<file path="src/rtl/stream_frame_sequencer.sv">
// Raster coordinate sequencer for a pooling stream pipeline: runs FRAMES frames,
// qualifies active pixels and pooling-window ends, then drains LATENCY cycles.
module stream_frame_sequencer #(
  parameter  int WIDTH    = 4,
  parameter  int HEIGHT   = 2,
  parameter  int W_WIDTH  = 6,
  parameter  int W_HEIGHT = 4,
  parameter  int LEVEL    = 0,
  parameter  int LATENCY  = 4,
  parameter  int FRAMES   = 2,
  localparam int V_BITW   = $clog2(W_HEIGHT),
  localparam int H_BITW   = $clog2(W_WIDTH),
  localparam int F_BITW   = (FRAMES > 1) ? $clog2(FRAMES) : 1
) (
  input  logic              clock,
  input  logic              rst,
  input  logic              start,
  input  logic              abort,
  output logic              busy,
  output logic              done,
  output logic [V_BITW-1:0] out_vcnt,
  output logic [H_BITW-1:0] out_hcnt,
  output logic              out_active,
  output logic              out_pool_en,
  output logic              frame_start,
  output logic [F_BITW-1:0] frame_idx,
  output logic [1:0]        dbg_state
);

  // Handshake: start is a level request honoured only in IDLE (abort wins);
  // busy covers RUN+DRAIN, and done pulses for one cycle after the drain.

  localparam int D_BITW = (LATENCY > 1) ? $clog2(LATENCY) : 1;
  localparam logic [V_BITW-1:0] V_LAST = V_BITW'(W_HEIGHT - 1);
  localparam logic [H_BITW-1:0] H_LAST = H_BITW'(W_WIDTH - 1);
  localparam logic [F_BITW-1:0] F_LAST = F_BITW'(FRAMES - 1);
  localparam logic [D_BITW-1:0] D_LAST = D_BITW'(LATENCY - 1);

  typedef enum logic [1:0] {
    S_IDLE  = 2'd0,
    S_RUN   = 2'd1,
    S_DRAIN = 2'd2,
    S_DONE  = 2'd3
  } state_t;

  state_t              state_q, state_d;
  logic [V_BITW-1:0]   vcnt_q, vcnt_d, vcnt_adv;
  logic [H_BITW-1:0]   hcnt_q, hcnt_d, hcnt_adv;
  logic [F_BITW-1:0]   frame_q, frame_d;
  logic [D_BITW-1:0]   drain_q, drain_d;
  logic                busy_q, busy_d;
  logic                done_q, done_d;
  logic                active_q, active_d;
  logic                pool_q, pool_d;
  logic                fstart_q, fstart_d;
  logic                h_last, v_last;

  always_comb begin
    h_last   = (hcnt_q == H_LAST);
    v_last   = (vcnt_q == V_LAST);
    hcnt_adv = h_last ? '0 : hcnt_q + H_BITW'(1);
    vcnt_adv = vcnt_q;
    if (h_last) begin
      vcnt_adv = v_last ? '0 : vcnt_q + V_BITW'(1);
    end
  end

  always_comb begin
    state_d = state_q;
    vcnt_d  = vcnt_q;
    hcnt_d  = hcnt_q;
    frame_d = frame_q;
    drain_d = drain_q;
    case (state_q)
      S_IDLE: begin
        vcnt_d  = '0;
        hcnt_d  = '0;
        frame_d = '0;
        drain_d = '0;
        if (start) state_d = S_RUN;
      end
      S_RUN: begin
        vcnt_d = vcnt_adv;
        hcnt_d = hcnt_adv;
        if (h_last && v_last) begin
          if (frame_q == F_LAST) begin
            state_d = S_DRAIN;
            drain_d = '0;
          end else begin
            frame_d = frame_q + F_BITW'(1);
          end
        end
      end
      S_DRAIN: begin
        // Coordinates keep moving so downstream line buffers flush.
        vcnt_d = vcnt_adv;
        hcnt_d = hcnt_adv;
        if (drain_q == D_LAST) begin
          state_d = S_DONE;
          vcnt_d  = '0;
          hcnt_d  = '0;
          frame_d = '0;
        end else begin
          drain_d = drain_q + D_BITW'(1);
        end
      end
      default: begin
        state_d = S_IDLE;
        vcnt_d  = '0;
        hcnt_d  = '0;
        frame_d = '0;
        drain_d = '0;
      end
    endcase
    if (abort) begin
      state_d = S_IDLE;
      vcnt_d  = '0;
      hcnt_d  = '0;
      frame_d = '0;
      drain_d = '0;
    end
  end

  // Output flags are computed from next-state values so every port is a flop.
  always_comb begin
    busy_d   = (state_d == S_RUN) || (state_d == S_DRAIN);
    done_d   = (state_d == S_DONE);
    active_d = (state_d == S_RUN)
               && ({1'b0, vcnt_d} < (V_BITW + 1)'(HEIGHT))
               && ({1'b0, hcnt_d} < (H_BITW + 1)'(WIDTH));
    pool_d   = active_d && (&vcnt_d[LEVEL:0]) && (&hcnt_d[LEVEL:0]);
    fstart_d = (state_d == S_RUN) && (vcnt_d == '0) && (hcnt_d == '0);
  end

  always_ff @(posedge clock) begin
    if (rst) begin
      state_q  <= S_IDLE;
      vcnt_q   <= '0;
      hcnt_q   <= '0;
      frame_q  <= '0;
      drain_q  <= '0;
      busy_q   <= 1'b0;
      done_q   <= 1'b0;
      active_q <= 1'b0;
      pool_q   <= 1'b0;
      fstart_q <= 1'b0;
    end else begin
      state_q  <= state_d;
      vcnt_q   <= vcnt_d;
      hcnt_q   <= hcnt_d;
      frame_q  <= frame_d;
      drain_q  <= drain_d;
      busy_q   <= busy_d;
      done_q   <= done_d;
      active_q <= active_d;
      pool_q   <= pool_d;
      fstart_q <= fstart_d;
    end
  end

  assign busy        = busy_q;
  assign done        = done_q;
  assign out_vcnt    = vcnt_q;
  assign out_hcnt    = hcnt_q;
  assign out_active  = active_q;
  assign out_pool_en = pool_q;
  assign frame_start = fstart_q;
  assign frame_idx   = frame_q;
  assign dbg_state   = state_q;

endmodule
</file>
<file path="config.mk">
export PLATFORM = sky130hd
export DESIGN_NAME = stream_frame_sequencer
export DESIGN_NICKNAME = d
export VERILOG_FILES = /design/src/rtl/stream_frame_sequencer.sv
export SDC_FILE = /design/constraint.sdc
export NUM_CORES = 1
export LEC_CHECK = 0
export CORE_ASPECT_RATIO = 1.1
export CORE_MARGIN = 5
export CORE_UTILIZATION = 55
export CTS_BUF_LIST = sky130_fd_sc_hd__clkbuf_2 sky130_fd_sc_hd__clkbuf_4 sky130_fd_sc_hd__clkbuf_8
export DETAILED_ROUTE_END_ITERATION = 16
export DONT_BUFFER_PORTS = 1
export GPL_TIMING_DRIVEN = 0
export PLACE_DENSITY_LB_ADDON = 0.08
export SYNTH_ARGS = -nofsm -noshare
export SYNTH_HDL_FRONTEND = slang
export SYNTH_SLANG_ARGS = --single-unit
</file>
<file path="constraint.sdc">
create_clock -name clock -period 2.48 [get_ports clock]
set_clock_uncertainty 0.15 [all_clocks]
set_input_delay 0.372 -clock clock [delete_from_list [all_inputs] [get_ports clock]]
set_output_delay 0.372 -clock clock [all_outputs]
set_load 0.03 [all_outputs]
</file>
# Word-level counts from Yosys, hierarchy flattened
# Cells that the tools add are included.
# totals
inputBits	4
mem_count	0
output_inout_bits	13
mem_bits_rw	0
regBits	15
elab_cells	65
rom_bits	0
latchBits	0
# op_classes
div	0
multipliers	0
n_shift	0
n_bitwise	0
eq_ne	12
addsub	4
n_reduce_logical	14
n_mux	23
n_lt_le_gt_ge	2
# ops
op	count
2-bit two-way mux	12
2-bit equality test, second input constant	5
3-bit two-way mux	3
2-bit != test, second input constant	4
2-bit one-hot mux with 2 select lines	2
1-bit logical AND	7
2-bit one-hot mux with 3 select lines	1
3-bit one-hot mux with 2 select lines	1
2-bit by 1-bit adder with 2-bit output, second input constant	2
2-bit by 1-bit equality test with 1-bit output, second input constant	2
2-bit logical NOT	2
3-bit by 1-bit adder with 3-bit output, second input constant	1
3-bit equality test, second input constant	1
3-bit logical NOT	1
3-bit < comparator, second input constant	1
1-bit two-way mux	3
3-bit AND reduction	1
2-bit < comparator, second input constant	1
1-bit one-hot mux with 2 select lines	1
2-bit AND reduction	1
2-bit OR reduction	1
1-bit adder, second input constant	1
1-bit logical OR	1

# Longest topological paths before layout
# Gate-level depths: netlist of run 1.
# logic_depth
word_depth	11
depth_mapped	9

# Least setup slack after synthesis of run 1
# No wires, ideal clock.
# synth_path
path_type	register -> register
startpoint	register state_q[0] (netlist: dbg_state[0])
endpoint	register fstart_q (netlist: frame_start)
path_stages_with_launch	9
slack_ps	173
t_arrival_ps	2065
period_less_slack_ps	2307
setup_time_ps	92
path_cell_list	dfxtp_1 > inv_1 > ha_1 > a311oi_1 > or4_1 > ha_1 > nand2b_1 > or2_2 > o32ai_1
# synth_between
elab_chain_cells	7
word_cells_on_any_way	18
cone_classes	eq/ne: 3; mux: 10; reduce/logical: 5
# synth_lines
item	line	rtl
from (decl)	46	state_t state_q, state_d;
from (signal assigned)	148	state_q <= state_d;
2-bit two-way mux	86	if (frame_q == F_LAST) begin
2-bit two-way mux	85	if (h_last && v_last) begin
2-bit one-hot mux with 3 select lines	74	case (state_q)
2-bit two-way mux	115	if (abort) begin
2-bit by 1-bit equality test with 1-bit output	132	fstart_d = (state_d == S_RUN) && (vcnt_d == '0) && (hcnt_d == '0);
1-bit logical AND	132	
1-bit logical AND *	132	
to (signal assigned)	157	fstart_q <= fstart_d;
to (decl)	55	logic fstart_q, fstart_d;
# Mark *: on every way between the ends. The rest lies on a longest branch, timed or not.
# A chain may end at the register's enable or synchronous reset.

# Final worst setup path of run 1
# layout_path
startpoint	register hcnt_q[2] (netlist: out_hcnt[2])
endpoint	register fstart_q (netlist: frame_start)
# layout_between
elab_chain_cells	8
word_cells_on_any_way	19
cone_classes	add/sub: 1; eq/ne: 2; mux: 11; reduce/logical: 5
# layout_lines
item	line	rtl
from (decl)	48	logic [H_BITW-1:0] hcnt_q, hcnt_d, hcnt_adv;
from (signal assigned)	150	hcnt_q <= hcnt_d;
parallel branches: the longest is 7 deep, another holds 3-bit by 1-bit adder with 3-bit output	-	
1-bit logical AND *	132	
# Mark *: on every way between the ends.

==> results of run 1 <==
-- metal layers --
metal	wire, um	global-route usage	vias to the layer above	share of wire
li1	-	-	322	-
met1	669	0.179	287	0.45
met2	712	0.232	18	0.48
met3	99	0.0436	2	0.066
met4	10	0.0569	0	0.0067
met5	0	0	-	0
-- synthesized netlist by cell type (all sizes together) (2+ instances only) --
| master | instances |
|---|---|
| nor2b | 3 |
| a21oi | 3 |
| o21ai | 2 |
| nor3 | 7 |
| dfxtp | 15 |
| o32ai | 2 |
| nor3b | 2 |
| mux2 | 2 |
| a211oi | 2 |
| mux2i | 3 |
| inv | 4 |
| nor2 | 5 |
| o21a | 4 |
| nand3b | 2 |
| nand2 | 5 |
| ha | 8 |
-- registers in the layout, summed over array words and instances, names as in the netlist --
name         flops
dbg_state        2
busy             1
out_pool_en      1
done             1
out_hcnt         3
frame_start      1
out_vcnt         2
frame_idx        1
drain_q          2
out_active       1
-- what timing repair did --
action / in CTS / in global routing
resized for setup: 5 / 7
pin swaps: 0 / 1
cloned: 0 / 0
setup endpoints to repair: 2 / 2
-- critical path, cell delays in order, from the launching register on --
cell and delay [ns]:
dfxtp_1 0.66, nand3b_4 0.20, o21a_1 0.25, or4_1 0.47
ha_1 0.20, nand2b_1 0.11, or2_2 0.12, o32ai_1 0.07
-- cell families after synthesis --
logic type,share of synthesized area
DFF,0.378
buffers and inverters,0.0236
and+or+nand+nor,0.224
adders and majority gates,0.126
AOI/OAI and AO/OA,0.183
muxes,0.0661
-- metrics by stage --
step	cell area, sq um	power [uW]	utilization	worst slack (ns)	cells
floorplan	795	277	-	0.173	84
global placement	815	281	0.596	-0.0707	100
detailed placement	815	282	0.596	-0.104	100
CTS	851	427	0.623	0.0663	104
global route	876	450	0.641	0.0153	104
finish	876	424	0.641	0.155	104
-- area by class of cell --
| type | instances | area [sq um] |
|---|---|---|
| plain buffers | 1 | 3.75 |
| multi-input cells | 64 | 497 |
| flip-flops and latches | 15 | 310 |
| fillers | 120 | 490 |
| inverters | 4 | 15.0 |
| well taps | 16 | 20.0 |
| clock buffers | 4 | 30.0 |
-- power by group through the flow --
stage          Sequential (uW)  Clock [uW]  Combinational (uW)
4_1_cts                    254         150                22.5
2_1_floorplan              259           0                18.0
3_5_place_dp               259           0                22.4
5_1_grt                    253         168                28.8
3_3_place_gp               259           0                22.0
6_report                   253         146                25.3
-- final timing paths --
kind | slack, ns | start | to | depth (start not counted)
max reg2reg | 0.16 | out_hcnt[2]$_SDFF_PP0_ | frame_start$_SDFF_PP0_ | 7
min | 0.13 | abort | dbg_state[1]$_SDFF_PP0_ | 2
min reg2reg | 0.34 | drain_q[1]$_SDFFE_PP0P_ | drain_q[1]$_SDFFE_PP0P_ | 2
max | 0.16 | out_hcnt[2]$_SDFF_PP0_ | frame_start$_SDFF_PP0_ | 7
==> impl_metrics.csv, run 1 <==
group,metric,value,unit
global_route,grt_usage,0.146,
yosys,syn_inst,84,
sta,min_period,2.32,ns
clock_network,root_buffer,"clkbuf_4",
power,combPwrFrac,0.060,
routing,num_vias,629,
global_route,grt_pass1_wl,2520,um
clock_network,clkTransAtPathRegs,0.09,ns
sta,min_period_over_period,0.937,
power,switching_share,0.228,
yosys,netlist.area_leader.share,0.378,
routing,wl,1490,um
floorplan,chipWidth,46.2,um
sta,maxSlewHeadroom,0.642,
floorplan,initial_utilization,0.582,
floorplan,io_pins,17,
critical_path,crit_path_start_kind,"register",
run,cap_violations,0,
yosys,syn_avg_cell_area,9.46,sq um
yosys,synth_edf_count,0,
routing,drt_iter0_markers,7,
critical_path,cp.required,2.49,ns
global_route,grt_pass1_vias,594,
sta,rsz0062_at_grt,"no",
power,leakage,0.000364,uW
power,switching_power,96.8,uW
routing,routedWlPerCell,14.3,um
global_route,antenna_found_initial,0,
min_path,hp-class,"in -> reg",
yosys,synth_cell_types,33,
clock_network,htree_levels,1,
yosys,synth_ff_type,"dfxtp_1",
yosys,synth_warnings,0,
sta,fmax,0.430,GHz
sta,hold_viol_final,0,
power,intPower,327,uW
yosys,yosys-top-cells-area,"dfxtp_1, ha_1, nor3_1",
power,clockPowerShare,0.345,
power,seq_power_share,0.596,
critical_path,critPathMaxFanout,7,
floorplan,core,1370,sq um
yosys,synth_nets,96,
routing,drc,0,
finish,nNetsFinal,101,
power,peakVddDrop,309,uV
sta,slew_viol_final,0,
yosys,yosysSeqAreaShare,0.378,
place,io_buffers,0,
finish,layout_commonest_cell,"dfxtp_1",
global_route,globalRoute.totalOverflow,0,
finish,diodes,0,
power,p_per_area,484,nW/um^2
clock_network,cts_buffers,3,
sta,setup_tns,0,ns
floorplan,die_y,49.9,um
clock_network,hold_buffers,0,
critical_path,worstSetupEndpointType,"register",
sta,worst_hold_slack,0.129,ns
floorplan,die_area,2310,sq um
clock_network,cts.sinks,15,
clock_network,clock_latency,0.28,ns
critical_path,crit_type,"reg -> reg",
finish,areaGrowthSynthToFinish,10.2,%
sta,tightest_slew,0.536,ns
yosys,synth_area,795,sq um
yosys,synthArstFlopShare,0,
yosys,synth_seq_cells,15,
clock_network,post-cts-setup-buffers,0,
routing,ant_nets,0,
routing,viasPerCell,6.05,
finish,drive_gt1_frac,0.227,
status,status,"complete, no violations",
place,hpwl,1110,um
place,place.gp.congestion,0.796,
clock_network,cts_buffer_depth,2,
yosys,yosysTopAreaCell,"dfxtp_1",
routing,drt-pass1-iter-count,4,
global_route,grt_max_degree,11,
clock_network,cts_tree,"built",
finish,layout_common_cells,"dfxtp_1, nor3_1, ha_1",
floorplan,rows,14,
critical_path,critPathArrivalTime,2.34,ns
sta,final-setup-viol-count,0,
Power figures use the tool's default switching activity.
==> inputs of run 2 (changes only) <==
- GPL_TIMING_DRIVEN: 0 -> 1
- HOLD_SLACK_MARGIN: unset -> 0.15
==> impl_metrics.csv, run 2 (synthesized netlist as in run 1, its figures left out) <==
group,metric,value,unit
critical_path,slowest_delay,0.33,ns
critical_path,crit_chain,"inv_1 > ha_1 > and2_1 > a211oi_1 > a211oi_1 > ha_1 > nand2b_1 > or2_2 > o32ai_1",
critical_path,cp_slowest_cell,"dfxtp_1",
routing,ant_nets,0,
clock_network,cts.sinks,15,
sta,min_period_over_period,0.889,
sta,setup_tns,0,ns
critical_path,critPathMaxFanout,6,
clock_network,clock_latency,0.28,ns
routing,drt_iter0_markers,15,
critical_path,cp.required,2.52,ns
sta,slew_viol_final,0,
place,hpwl,1260,um
critical_path,path_buf_inv,1,
global_route,antenna_found_initial,0,
power,peakVddDrop,323,uV
status,status,"complete, no violations",
clock_network,htree_levels,1,
floorplan,die_area,2310,sq um
critical_path,crit_path_start_kind,"register",
clock_network,cts_buffer_depth,2,
finish,stdcell_count,113,
global_route,grt_max_degree,9,
finish,layout_common_cells,"dfxtp_1, ha_1, buf_4",
sta,fmax,0.454,GHz
run,cap_violations,0,
clock_network,cts_buffers,3,
min_path,hp-class,"in -> reg",
clock_network,root_buffer,"clkbuf_4",
sta,maxSlewHeadroom,0.705,
finish,drive_gt1_frac,0.175,
finish,postLayoutCoreUtil,0.674,
clock_network,post-cts-setup-buffers,0,
critical_path,crit_type,"reg -> reg",
floorplan,die_y,49.9,um
global_route,globalRoute.totalOverflow,0,
sta,min_period,2.20,ns
place,dp_cells,107,
power,leakage,0.000410,uW
sta,rsz0062_at_grt,"no",
sta,final-setup-viol-count,0,
routing,num_vias,671,
floorplan,core,1370,sq um
global_route,grt_pass1_vias,600,
clock_network,hold_buffers,2,
global_route,grt_pass1_wl,2590,um
floorplan,io_pins,17,
power,p_per_area,462,nW/um^2
routing,viasPerCell,5.94,
finish,layout_commonest_cell,"dfxtp_1",
routing,wl,1620,um
routing,drc,0,
sta,worst_slack,0.276,ns
critical_path,critPathArrivalTime,2.25,ns
place,place_ws,0.254,ns
critical_path,cp_top_family,"compound AO/OA/AOI/OAI gates",
finish,largest_reg_flops,3,
place,place.gp.congestion,0.776,
finish,diodes,0,
clock_network,clkTransAtPathRegs,0.08,ns
floorplan,initial_utilization,0.582,
sta,hold_viol_final,0,
routing,routedWlPerCell,14.4,um
clock_network,cts-resized-gates,0,
critical_path,worstSetupEndpointType,"register",
finish,nNetsFinal,110,
floorplan,chipWidth,46.2,um
sta,tightest_slew,0.439,ns
global_route,grt_usage,0.157,
floorplan,rows,14,
clock_network,cts_tree,"built",
finish,areaGrowthSynthToFinish,15.9,%
routing,drt-pass1-iter-count,5,
place,io_buffers,0,
run 2: cell type report:
| class | instances | area [sq um] |
|---|---|---|
| tap | 16 | 20.0 |
| fill | 129 | 445 |
| inverter | 4 | 15.0 |
| timing repair buffer | 10 | 80.1 |
| multi-input combinational | 64 | 475 |
| sequential | 15 | 300 |
| clock buffer | 4 | 30.0 |
run 2: routing by layer:
metal,track usage,up-vias,part of all wire
li1,-,344,-
met5,0,-,0
met1,0.189,303,0.42
met3,0.0364,4,0.067
met2,0.248,20,0.49
met4,0.0853,0,0.019
run 2: per-stage QoR:
step | power (uW) | cell area, sq um | hold WS [ns]
3_5_place_dp | 280 | 871 | 0.294
4_1_cts | 433 | 921 | 0.153
3_3_place_gp | 280 | 871 | 0.291
2_1_floorplan | 277 | 795 | 0.300
5_1_grt | 450 | 921 | 0.156
6_report | 426 | 921 | 0.163
run 2: worst paths after layout:
kind | from | endpoint | slack (ns) | depth (start not counted)
worst max register to register | dbg_state[0]$_SDFF_PP0_ | frame_start$_SDFF_PP0_ | 0.28 | 9
worst min-delay path | rst | out_active$_SDFF_PP0_ | 0.16 | 2
worst min register to register | drain_q[1]$_SDFFE_PP0P_ | drain_q[1]$_SDFFE_PP0P_ | 0.33 | 2
worst max-delay path | dbg_state[0]$_SDFF_PP0_ | frame_start$_SDFF_PP0_ | 0.28 | 9
run 2: report_power, final:
part           switching (uW)  total (uW)  internal, uW
clock network            73.6         147          73.4
registers                6.84         251           244
logic                    15.8        27.7          11.9
total                    96.3         426           329
==> RTL edit 1 (flow settings as in run 1) <==
Reset style: asynchronous (`rst`), changed in one clocked block.
--- a/src/rtl/stream_frame_sequencer.sv
+++ b/src/rtl/stream_frame_sequencer.sv
@@ -132,7 +132,7 @@
     fstart_d = (state_d == S_RUN) && (vcnt_d == '0) && (hcnt_d == '0);
   end
 
-  always_ff @(posedge clock) begin
+  always_ff @(posedge clock or posedge rst) begin
     if (rst) begin
       state_q  <= S_IDLE;
       vcnt_q   <= '0;
Behaviour: differs if rst is asserted again (counterexample within 4 cycles, from zero or initial values and one cycle with rst high); with rst held inactive, the same outputs for 10 cycles.
==> RTL edit 1 against run 1 <==
- clock power decreased by 4%
- count of clock-buffer cells in the layout down 1
- final area up 6.6%
- synthesized area up 9.8%
- setup slack improved by 0.039 ns
- total power up 6.9%
- sequential cell count unchanged
- routed wire length rose by 3.9%
==> RTL edit 1: results (changes against run 1) <==
- Cell types with the largest area share after synthesis: sky130_fd_sc_hd__dfrtp_1, sky130_fd_sc_hd__ha_1, sky130_fd_sc_hd__inv_1 (was sky130_fd_sc_hd__dfxtp_1, sky130_fd_sc_hd__ha_1, sky130_fd_sc_hd__nor3_1).
- The proportion of synthesized flip-flops having asynchronous set or reset is 100% (was 0%).
- The post-DP HPWL came to 1.18 mm (was 1.11 mm).
- The largest delay contributor family on the critical path is compound AO/OA/AOI/OAI gates (was simple AND/OR/NAND/NOR gates).
- The leakage dissipation is 0.494 nW (was 0.364 nW).
- The detail-routed net length per standard cell is 14.8 um (was 14.3 um).
- The fill cell instance count of the final layout is 135 (was 120).
- The worst setup slack after placement came to 0.194 ns (was -0.104 ns).
- The delay contributed by the slowest stage of the critical path is 0.63 ns (was 0.66 ns).
- The global-route wire length before repair came to 2.68 mm (was 2.52 mm).
- The number of distinct library cells after synthesis is 35 (was 33).
- The amount of wire on met3 after detailed routing is 89 um (was 99 um).
- The count of H-tree levels built during CTS was 1 (unchanged).
- The number of nets in the synthesized netlist was 95 (was 96).
- The placer's final routability congestion estimate is 0.799 (was 0.796).
- The iteration-0 DRC count of the detailed router is 12 (was 7).
- The fraction of the core area covered by cells at the end of the flow was 60.7% (was 64.1%).
- The routed via count is 643 (was 629).
- The pin count of the biggest net entering global routing is 16 (was 11).
- Top cell types by occurrence after synthesis: sky130_fd_sc_hd__dfrtp_1, sky130_fd_sc_hd__ha_1, sky130_fd_sc_hd__inv_1, sky130_fd_sc_hd__nor2_1, sky130_fd_sc_hd__nand2_1 (was sky130_fd_sc_hd__dfxtp_1, sky130_fd_sc_hd__ha_1, sky130_fd_sc_hd__nor3_1).
- The via count of the first global-routing pass is 659 (was 594).
- The worst supply voltage drop on vdd is 299 uV (was 309 uV).
- The post-synthesis average cell area is 10.5 um2 (was 9.46 um2).
- The data arrival at the endpoint of the critical path is 2.29 ns (was 2.34 ns).
- The worst slew margin relative to its limit is 63.7% (was 64.2%).
- The global router's overall resource usage was 15.1% (was 14.6%).
- The share of cells above drive strength 1 is 15.9% (was 22.7%).
- The number of nets at the end of the flow was 101 (unchanged).
- Outcome: finished clean (unchanged).
- The cell with the largest stage delay on the worst path is sky130_fd_sc_hd__dfrtp_1 (was sky130_fd_sc_hd__dfxtp_1).
- The amount of wire on met2 after detailed routing is 746 um (was 712 um).
- The number of flip-flops under the largest register name came to 3 (unchanged).
- The number of antenna repair diodes is 0 (unchanged).
- The detailed-routing wirelength on met1 is 696 um (was 669 um).
RTL edit 1: changes by cell type after synthesis, moves of 2 or more:
cell                      delta
sky130_fd_sc_hd__dfrtp_1    +15
sky130_fd_sc_hd__dfxtp_1    -15
sky130_fd_sc_hd__nor3_1      -6
sky130_fd_sc_hd__inv_1       +4
sky130_fd_sc_hd__nor2_1      +3
sky130_fd_sc_hd__o21a_1      -3
sky130_fd_sc_hd__nand2_1     +2
sky130_fd_sc_hd__nor2b_1     -2
sky130_fd_sc_hd__o311a_1     +2
RTL edit 1: metrics by stage:
stage                     area [um2]  power, mW
after floorplan                  872      0.308
after global placement           893      0.317
after detailed placement         893      0.318
after CTS                        931      0.456
after global routing             933      0.479
final                            933      0.453
RTL edit 1: worst min-delay path: stages:
cell and delay, ns:
sky130_fd_sc_hd__nor2_1 0.02, sky130_fd_sc_hd__nand2_1 0.05, sky130_fd_sc_hd__o32ai_1 0.08
RTL edit 1: final cells by class:
cell class              instances  area share, %
flip-flops and latches         15           40.5
multi-input cells              58           48.3
well taps                      17           2.28
plain buffers                   2           1.74
clock buffers                   3           2.41
repair buffers                  1           1.07
clock inverters                 1          0.536
inverters                       8           3.22
RTL edit 1: final timing paths:
path	startpoint	to	slack [ns]	cells after the start
worst max-delay path	out_vcnt[0]	frame_start	0.19	7
worst min-delay path	abort	drain_q[0]	0.13	3
worst max register to register	out_vcnt[0]	frame_start	0.19	7
worst min register to register	drain_q[1]	drain_q[1]	0.42	1
max in group asynchronous	rst	dbg_state[0]	1.37	2
min in group asynchronous	rst	busy	0.42	2
RTL edit 1: logic make-up (layout without fill, tap and decap cells):
| kind of cell | count (synthesis) | after routing | share of synthesized area (%) |
|---|---|---|---|
| AOI/OAI and AO/OA | 20 | 20 | 18.8 |
| DFF | 15 | 15 | 43.0 |
| buffers and inverters | 10 | 15 | 5.31 |
| adders and majority gates | 8 | 8 | 11.5 |
| muxes | 3 | 3 | 3.59 |
| and+or+nand+nor | 27 | 27 | 17.8 |
RTL edit 1: report_power, final:
group / switching, mW / internal [mW] / leakage, nW
Clock: 0.0800 / 0.0598 / 0.0177
Combinational: 0.0257 / 0.0154 / 0.274
Sequential: 0.0203 / 0.252 / 0.203
Total: 0.126 / 0.327 / 0.494
RTL edit 1: routing by layer:
metal | global-route usage, % | up-vias
li1 | - | 312
met1 | 18.8 | 313
met2 | 23.1 | 16
met3 | 3.11 | 2
met4 | 8.52 | 0
met5 | 0 | -
RTL edit 1: repair_timing:
| item | CTS | global route |
|---|---|---|
| endpoints found under the setup margin | 0 | 1 |
| endpoints found under the hold margin | 15 | 0 |
| hold buffers | 1 | 0 |
| gates resized for setup | 0 | 2 |
==> RTL edit 2 (flow settings as in run 1) <==
Made on the original files. `W_HEIGHT`: 4 -> 2.
--- a/src/rtl/stream_frame_sequencer.sv
+++ b/src/rtl/stream_frame_sequencer.sv
@@ -4,7 +4,7 @@
   parameter  int WIDTH    = 4,
   parameter  int HEIGHT   = 2,
   parameter  int W_WIDTH  = 6,
-  parameter  int W_HEIGHT = 4,
+  parameter  int W_HEIGHT = 2,
   parameter  int LEVEL    = 0,
   parameter  int LATENCY  = 4,
   parameter  int FRAMES   = 2,
Interface: changed (resized out_vcnt); port bits go from 17 to 16. The function was not compared with the original's and may differ.
==> RTL edit 2 against run 1 <==
- routed wire length is 12% lower
- largest cell class unchanged
- sequential cell count is 1 lower
- setup slack better by 0.039 ns
- total power is 0.47% higher
- count of clock-buffer cells in the layout stayed put
- synthesized area is 11% lower
- final area is 11% lower
==> RTL edit 2: results (changes against run 1) <==
- The startpoint of the lowest-slack register-to-register path is out_hcnt[0] (was out_hcnt[2]).
- The met3 usage is 3.38% (was 4.36%).
- The cell with the largest stage delay on the worst path was sky130_fd_sc_hd__dfxtp_2 (was sky130_fd_sc_hd__dfxtp_1).
- The worst slew margin relative to its limit is 68.2% (was 64.2%).
- The post-cts resize count is 0 (was 5).
- The number of warnings issued by yosys is 0 (unchanged).
- Outcome: finished clean (unchanged).
- The placed standard-cell area was 724 um2 (was 815 um2).
- The cell depth of the worst hold path came to 3 (was 2).
- The sum of routed wire length over all layers is 1.32 mm (was 1.49 mm).
- The met1 track demand over resource was 15.0% (was 17.9%).
- The reg-to-reg endpoint is out_pool_en (was frame_start).
- The iteration-0 DRC count of the detailed router was 4 (was 7).
- The worst setup slack after placement was 0.0279 ns (was -0.104 ns).
- The number of distinct library cells after synthesis was 29 (was 33).
- The fill cell instance count of the final layout is 107 (was 120).
- The register-to-register setup slack came to 0.19 ns (was 0.16 ns).
- The global router's overall resource usage is 14.1% (was 14.6%).
- The global-route wire length before repair is 2.15 mm (was 2.52 mm).
- The post-DP HPWL was 1.02 mm (was 1.11 mm).
- The data arrival at the endpoint of the critical path is 2.31 ns (was 2.34 ns).
- The number of vias per cell is 5.64 (was 6.05).
- The worst supply voltage drop on vdd is 288 uV (was 309 uV).
- The leakage dissipation came to 0.300 nW (was 0.364 nW).
- The worst reg-to-reg path cell count is 10 (was 7).
- The delay contributed by the slowest stage of the critical path is 0.49 ns (was 0.66 ns).
- The amount of wire on met2 after detailed routing is 648 um (was 712 um).
- The via count of the first global-routing pass is 518 (was 594).
- The detailed-routing wirelength on met1 came to 599 um (was 669 um).
- The number of nets at the end of the flow is 89 (was 101).
- The share of cells above drive strength 1 is 25.0% (was 22.7%).
- The worst hold endpoint is frame_idx (was dbg_state[1]).
- The number of nets in the synthesized netlist is 83 (was 96).
- Top cell types by occurrence after synthesis: sky130_fd_sc_hd__dfxtp_1, sky130_fd_sc_hd__ha_1, sky130_fd_sc_hd__nor2_1 (was sky130_fd_sc_hd__dfxtp_1, sky130_fd_sc_hd__ha_1, sky130_fd_sc_hd__nor3_1).
- The fraction of met2 tracks used by global routing is 26.2% (was 23.2%).
- Cell types with the largest area share after synthesis: sky130_fd_sc_hd__dfxtp_1, sky130_fd_sc_hd__ha_1, sky130_fd_sc_hd__nor2_1 (was sky130_fd_sc_hd__dfxtp_1, sky130_fd_sc_hd__ha_1, sky130_fd_sc_hd__nor3_1).
- The placer's final routability congestion estimate is 0.721 (was 0.796).
-- RTL edit 2: cell count changes after synthesis, sizes merged, moves of 2 or more --
| cell | delta |
|---|---|
| mux2 | -2 |
| nor2 | +2 |
| nor3 | -3 |
| o32ai | -2 |
-- RTL edit 2: how the worst max path moves through the flow --
stage / start / to / slack (ns) / depth (start not counted)
CTS: out_hcnt[0] / out_pool_en / 0.02 / 10
floorplan: out_hcnt[0] / out_pool_en / 0.27 / 10
finish: out_hcnt[0] / out_pool_en / 0.19 / 10
detailed placement: out_hcnt[0] / out_pool_en / 0.03 / 10
global placement: out_hcnt[0] / out_pool_en / 0.07 / 10
global route: out_hcnt[0] / out_pool_en / 0.01 / 10
-- RTL edit 2: through the flow --
stage          hold slack, ns  cells  utilization, %
2_1_floorplan           0.293     71               -
3_3_place_gp            0.297     86            60.2
3_5_place_dp            0.301     86            60.2
4_1_cts              0.000829     90            63.2
5_1_grt                 0.175     91            64.4
6_report                0.157     91            64.4
-- RTL edit 2: kinds of logic after synthesis --
group | after synthesis | share of synthesized area (%)
AO/OA/AOI/OAI | 15 | 18.1
flip-flops | 14 | 39.7
multiplexers | 2 | 2.84
buffers and inverters | 5 | 2.84
AND/OR/NAND/NOR | 27 | 22.3
adder cells (fa/ha/maj) | 8 | 14.2
-- RTL edit 2: report_power, final --
part | switching (mW) | internal (mW)
combinational | 0.0142 | 0.0115
clock | 0.0734 | 0.0892
sequential | 0.00955 | 0.228
-- RTL edit 2: layout make-up --
type | instances | share of cell area (%)
buffer | 1 | 0.645
clock buffer | 4 | 4.68
inverter | 4 | 1.94
multi-input combinational | 52 | 52.3
sequential | 14 | 36.8
tap | 15 | 2.42
timing repair buffer | 1 | 1.29
